`config.mk`:
```
export PLATFORM = sky130hd
export DESIGN_NAME = accelerator_core_data_feeder
export DESIGN_NICKNAME = d
export VERILOG_FILES = /design/src/rtl/accelerator_core_data_feeder.sv
export SDC_FILE = /design/constraint.sdc
export NUM_CORES = 2
export LEC_CHECK = 0
export ABC_CLOCK_PERIOD_IN_PS = 8100
export CORE_UTILIZATION = 35
export CTS_BUF_LIST = sky130_fd_sc_hd__clkbuf_4 sky130_fd_sc_hd__clkbuf_8 sky130_fd_sc_hd__clkbuf_16
export DETAILED_ROUTE_END_ITERATION = 6
export GPL_TIMING_DRIVEN = 0
export REMOVE_ABC_BUFFERS = 1
export SYNTH_ARGS = -nofsm -noshare
export SYNTH_HDL_FRONTEND = slang
export SYNTH_SLANG_ARGS = --single-unit
```
`constraint.sdc`:
```
create_clock -name clk -period 8.1 [get_ports clk]
set_clock_uncertainty 0.05 [all_clocks]
set_input_delay 1.62 -clock clk [delete_from_list [all_inputs] [get_ports clk]]
set_output_delay 1.62 -clock clk [all_outputs]
set_load 0.005 [all_outputs]
```
`src/rtl/accelerator_core_data_feeder.sv`:
```
// accelerator_core_data_feeder
// Buffers input activations (data) and weights for the accelerator core in two
// independent FIFOs and answers single-word requests from the core.
//
// Ports:
//   clk, rst                 clock, asynchronous active-low reset
//   s_data/_val/_rdy         data word write port from the load path
//   s_weight/_val/_rdy       weight word write port from the load path
//   o_data_req, o_weight_req core request pulses, one word per pulse
//   i_data/_val              data word to core, valid for one cycle per word
//   i_weight/_val            weight word to core, valid for one cycle per word
//   clear_cnt                synchronous clear of both stall counters
//   data_stall_cnt           cycles a data request waited on an empty FIFO
//   weight_stall_cnt         cycles a weight request waited on an empty FIFO
//   req_ovf                  sticky flag: a request was dropped on counter saturation
module accelerator_core_data_feeder #(
    parameter int unsigned BIT_WIDTH     = 8,
    parameter int unsigned NUM_CHANNEL   = 3,
    parameter int unsigned NUM_KERNEL    = 4,
    parameter int unsigned REG_WIDTH     = 32,
    parameter int unsigned DATA_DEPTH    = 16,
    parameter int unsigned WEIGHT_DEPTH  = 8,
    parameter int unsigned REQ_CNT_WIDTH = 4
) (
    input  logic                                      clk,
    input  logic                                      rst,
    input  logic [BIT_WIDTH*NUM_CHANNEL-1:0]            s_data,
    input  logic                                      s_data_val,
    output logic                                      s_data_rdy,
    input  logic [BIT_WIDTH*NUM_CHANNEL*NUM_KERNEL-1:0] s_weight,
    input  logic                                      s_weight_val,
    output logic                                      s_weight_rdy,
    input  logic                                      o_data_req,
    output logic [BIT_WIDTH*NUM_CHANNEL-1:0]            i_data,
    output logic                                      i_data_val,
    input  logic                                      o_weight_req,
    output logic [BIT_WIDTH*NUM_CHANNEL*NUM_KERNEL-1:0] i_weight,
    output logic                                      i_weight_val,
    input  logic                                      clear_cnt,
    output logic [REG_WIDTH-1:0]                      data_stall_cnt,
    output logic [REG_WIDTH-1:0]                      weight_stall_cnt,
    output logic                                      req_ovf
);

    localparam int unsigned DW  = BIT_WIDTH * NUM_CHANNEL;
    localparam int unsigned WW  = DW * NUM_KERNEL;
    localparam int unsigned DAW = $clog2(DATA_DEPTH);
    localparam int unsigned WAW = $clog2(WEIGHT_DEPTH);
    localparam int unsigned RCW = REQ_CNT_WIDTH;

    localparam logic [DAW:0]   DATA_FULL   = (DAW + 1)'(DATA_DEPTH);
    localparam logic [WAW:0]   WEIGHT_FULL = (WAW + 1)'(WEIGHT_DEPTH);
    localparam logic [RCW-1:0] PEND_MAX    = {RCW{1'b1}};

    // ---------------- data channel ----------------
    logic [DW-1:0]  data_mem [DATA_DEPTH];
    logic [DAW-1:0] data_wptr_q, data_rptr_q;
    logic [DAW:0]   data_cnt_q, data_cnt_d;
    logic [RCW-1:0] data_pend_q, data_pend_d;
    logic           data_wr, data_want, data_pop, data_drop;

    assign s_data_rdy = rst && (data_cnt_q != DATA_FULL);
    assign data_wr    = s_data_val && s_data_rdy;
    assign data_want  = o_data_req || (data_pend_q != '0);
    assign data_pop   = data_want && (data_cnt_q != '0);
    // A new request with no pop cannot be recorded once pend is saturated.
    assign data_drop  = o_data_req && !data_pop && (data_pend_q == PEND_MAX);

    always_comb begin
        data_pend_d = data_pend_q;
        if (o_data_req && !data_pop && !data_drop) begin
            data_pend_d = data_pend_q + RCW'(1);
        end else if (!o_data_req && data_pop) begin
            data_pend_d = data_pend_q - RCW'(1);
        end
        data_cnt_d = data_cnt_q;
        if (data_wr && !data_pop) begin
            data_cnt_d = data_cnt_q + (DAW + 1)'(1);
        end else if (!data_wr && data_pop) begin
            data_cnt_d = data_cnt_q - (DAW + 1)'(1);
        end
    end

    always_ff @(posedge clk) begin
        if (data_wr) begin
            data_mem[data_wptr_q] <= s_data;
        end
    end

    always_ff @(posedge clk or negedge rst) begin
        if (!rst) begin
            data_wptr_q    <= '0;
            data_rptr_q    <= '0;
            data_cnt_q     <= '0;
            data_pend_q    <= '0;
            i_data         <= '0;
            i_data_val     <= 1'b0;
            data_stall_cnt <= '0;
        end else begin
            if (data_wr) begin
                data_wptr_q <= data_wptr_q + DAW'(1);
            end
            if (data_pop) begin
                data_rptr_q <= data_rptr_q + DAW'(1);
                i_data      <= data_mem[data_rptr_q];
            end
            data_cnt_q  <= data_cnt_d;
            data_pend_q <= data_pend_d;
            i_data_val  <= data_pop;
            if (clear_cnt) begin
                data_stall_cnt <= '0;
            end else if (data_want && (data_cnt_q == '0)) begin
                data_stall_cnt <= data_stall_cnt + REG_WIDTH'(1);
            end
        end
    end

    // ---------------- weight channel ----------------
    logic [WW-1:0]  weight_mem [WEIGHT_DEPTH];
    logic [WAW-1:0] weight_wptr_q, weight_rptr_q;
    logic [WAW:0]   weight_cnt_q, weight_cnt_d;
    logic [RCW-1:0] weight_pend_q, weight_pend_d;
    logic           weight_wr, weight_want, weight_pop, weight_drop;

    assign s_weight_rdy = rst && (weight_cnt_q != WEIGHT_FULL);
    assign weight_wr    = s_weight_val && s_weight_rdy;
    assign weight_want  = o_weight_req || (weight_pend_q != '0);
    assign weight_pop   = weight_want && (weight_cnt_q != '0);
    assign weight_drop  = o_weight_req && !weight_pop && (weight_pend_q == PEND_MAX);

    always_comb begin
        weight_pend_d = weight_pend_q;
        if (o_weight_req && !weight_pop && !weight_drop) begin
            weight_pend_d = weight_pend_q + RCW'(1);
        end else if (!o_weight_req && weight_pop) begin
            weight_pend_d = weight_pend_q - RCW'(1);
        end
        weight_cnt_d = weight_cnt_q;
        if (weight_wr && !weight_pop) begin
            weight_cnt_d = weight_cnt_q + (WAW + 1)'(1);
        end else if (!weight_wr && weight_pop) begin
            weight_cnt_d = weight_cnt_q - (WAW + 1)'(1);
        end
    end

    always_ff @(posedge clk) begin
        if (weight_wr) begin
            weight_mem[weight_wptr_q] <= s_weight;
        end
    end

    always_ff @(posedge clk or negedge rst) begin
        if (!rst) begin
            weight_wptr_q    <= '0;
            weight_rptr_q    <= '0;
            weight_cnt_q     <= '0;
            weight_pend_q    <= '0;
            i_weight         <= '0;
            i_weight_val     <= 1'b0;
            weight_stall_cnt <= '0;
        end else begin
            if (weight_wr) begin
                weight_wptr_q <= weight_wptr_q + WAW'(1);
            end
            if (weight_pop) begin
                weight_rptr_q <= weight_rptr_q + WAW'(1);
                i_weight      <= weight_mem[weight_rptr_q];
            end
            weight_cnt_q  <= weight_cnt_d;
            weight_pend_q <= weight_pend_d;
            i_weight_val  <= weight_pop;
            if (clear_cnt) begin
                weight_stall_cnt <= '0;
            end else if (weight_want && (weight_cnt_q == '0)) begin
                weight_stall_cnt <= weight_stall_cnt + REG_WIDTH'(1);
            end
        end
    end

    // Sticky until reset.
    always_ff @(posedge clk or negedge rst) begin
        if (!rst) begin
            req_ovf <= 1'b0;
        end else if (data_drop || weight_drop) begin
            req_ovf <= 1'b1;
        end
    end

endmodule

```
==> metrics.csv <==
metric;value;unit
status;completed;
vias per inst;5.02;
synthesized area per cell;20.0;sq um
largest net degree at the start of global routing;86;
Util after Layout;43.5;%
critical path's largest stage delay;0.62;ns
cell area after synthesis;52900;sq um
post-cts resize count;0;
Cells after Synth;2646;
Crit. End Element;output pin;
gpl congestion;0.720;
Max Fclk;199;MHz
crit path max fanout;78;
io pins;316;
Core Rows;142;
hold_buf cts;0;
slew at the pin closest to its max-slew limit;0.937;ns
fin. max-slew vios;0;
Fill cells;13000;
Lkg Pwr;0.0216;uW
Max-slew headroom;37.5;%
die width;391;microns
share of post-route cells with drive strength above 1;22.5;%
synth warn;0;
Pre-antenna DRT Iters;5;
final hold violation count;0;
placed cell area;60100;sq um
TritonCTS Sinks;1370;
DRC Markers;0;
Logic pwr share;26.3;%
Critical Path RT;6.43;ns
commonest non-fill, non-tap cell in the layout;edfxtp_1;
multi-input logic area;12300;sq um
CTS Root Cell;clkbuf_16;
register area;40100;sq um
port buffer count;315;
crit share post-route;62.0;%
FF+latch count, synth;1370;
critical path cell sequence;buf_8 > buf_16 > and2_1 > clkdlybuf4s50_1;
CP top delay family;buffers and inverters;
WL per Instance;23.1;microns
total track usage;15.9;%
top cells by area, synth;edfxtp_1 (65%), mux4_2 (12%), dfrtp_1 (10%);
later-pin clock latency in the skew report;0.76;ns
nets@finish;3232;
number of global-route vias before repair;27100;
Hold/Removal Path Class;flip-flop to flip-flop;
sw frac;28.2;%
part of the power in registers;42.0;%
Hold WS;0.414;ns
WP buf/inv;3;
vias;26200;
Yosys cell types;53;
clock slew at reported path FFs;0.05;ns
H-Tree Depth;4;
fin cells;5228;
Worst Path Arrival;3.35;ns
initial antenna violation count;29;
RSZ-0062 raised after global routing;false;
post-route cell area;65300;sq um
initial core utilization;35.3;%
Longest Clk Path Bufs;3;
max-cap viol count;0;
TritonCTS clock tree;done;
CP max stage cell;clkdlybuf4s50_1;
Startpoint Class;primary input;
DP HPWL;74.9;mm
Syn-to-layout area delta;23.4;%
Yosys top cell by area;edfxtp_1;
cell total after placement;4944;
Switching Power;6140;uW
first-pass GRT wire length;180;mm
Final ANT Viol Nets;0;
Die Span Y;391;microns
drt total wl;121;mm
commonest non-fill, non-tap cells in the layout;edfxtp_1 (1152), clkdlybuf4s50_1 (313), mux4_2 (288), dfrtp_1 (211), clkbuf_16 (157);
core area;150000;sq um
# setup viols final;0;
post-CTS setup buffers;0;
die area;153000;sq um
pwr dens;334;nW/um^2
share of the synthesized area in the top cell type;65.4;%
internal power;15700;uW
peak supply drop;237;uV
GRT overflow;0;
register area share after synthesis;75.7;%
drt initial violations;1658;
Clk pwr share;31.6;%
Tmin final;5.02;ns
CP Class;primary input to output pin;
CTS Buf Count;151;
[metrics by stage]
step / setup TNS, ns / setup slack [ns] / power, uW
2_1_floorplan: -256.70 / -1.12 / 13300
3_3_place_gp: - / -21.88 / 15700
3_5_place_dp: 0 / 2.69 / 15200
4_1_cts: 0 / 2.90 / 22200
5_1_grt: 0 / 2.85 / 22900
6_report: 0 / 3.08 / 21800
[synthesized netlist by cell type (all sizes together)]
master   instances
and4            11
a211oi          24
o31ai           28
a21oi           44
or4b             1
or2              2
xnor2           18
and3            10
and2             3
mux2i          126
a21o            29
o221ai           1
fa               4
nor3            16
edfxtp        1152
nand4           16
o21ai          114
nand2b           7
o2111ai          4
mux2            24
inv             18
nor2            51
a21boi           1
or4bb            1
o22ai           25
mux4           288
o211a            1
clkbuf          74
nand3           21
nor3b            1
dfrtp          218
a2111o           1
nand2          141
nor2b           15
or4             32
ha              20
nor4            11
a211o            1
or3             11
xor2            10
o211ai           4
buf             67
[final cells by class]
cell class	count	area share (%)
antenna	5	0.0192
clock inverter	73	1.14
tap	2016	3.86
inverter	18	0.104
multi-input combinational	1117	18.8
sequential	1370	61.4
timing repair buffer	423	7.97
clock buffer	206	6.69
[metal layers]
metal	wire length (microns)	track usage [%]
met4	2030	3.74
met2	58100	25.5
met3	9460	5.66
met5	243	0
met1	50800	20.6
[path summary, 6_finish.rpt]
check	from	endpoint	slack [ns]	cells after the start
hold reg to reg	req_ovf$_DFFE_PN0P_	req_ovf$_DFFE_PN0P_	0.41	1
hold / removal	req_ovf$_DFFE_PN0P_	req_ovf$_DFFE_PN0P_	0.41	1
min in group asynchronous	rst	data_stall_cnt[17]$_DFFE_PN0P_	0.75	1
max in group asynchronous	rst	i_weight[23]$_DFFE_PN0P_	6.25	2
setup / recovery	rst	s_weight_rdy	3.08	4
setup reg to reg	weight_pend_q[1]$_DFFE_PN0P_	weight_cnt_q[3]$_DFFE_PN0P_	4.64	9
[power by group through the flow]
stage                     sequential, uW  clock [uW]  combinational [uW]
final                               9170        6900                5740
after global routing                9270        7340                6270
after CTS                           9190        7090                5910
after detailed placement            9330           0                5890
after global placement             10200           0                5570
after floorplan                     9660           0                3610
[sequential cells by signal (all words and copies together) (netlist names), 3 cells and up]
name / cells
data_cnt_q: 5
data_mem: 384
data_pend_q: 4
data_rptr_q: 4
data_stall_cnt: 32
data_wptr_q: 4
i_data: 24
i_weight: 96
weight_cnt_q: 4
weight_mem: 768
weight_pend_q: 4
weight_rptr_q: 3
weight_stall_cnt: 32
weight_wptr_q: 3
[kinds of logic after synthesis]
family / after synthesis / synth area share [%]
DFF: 1370 / 75.7
AOI/OAI and AO/OA: 277 / 3.29
muxes: 438 / 15.2
xor gates and xnor gates: 28 / 0.464
buffers and inverters: 159 / 1.37
and+or+nand+nor: 350 / 3.35
adders and majority gates: 24 / 0.625
(Power assumes the default switching activity.)
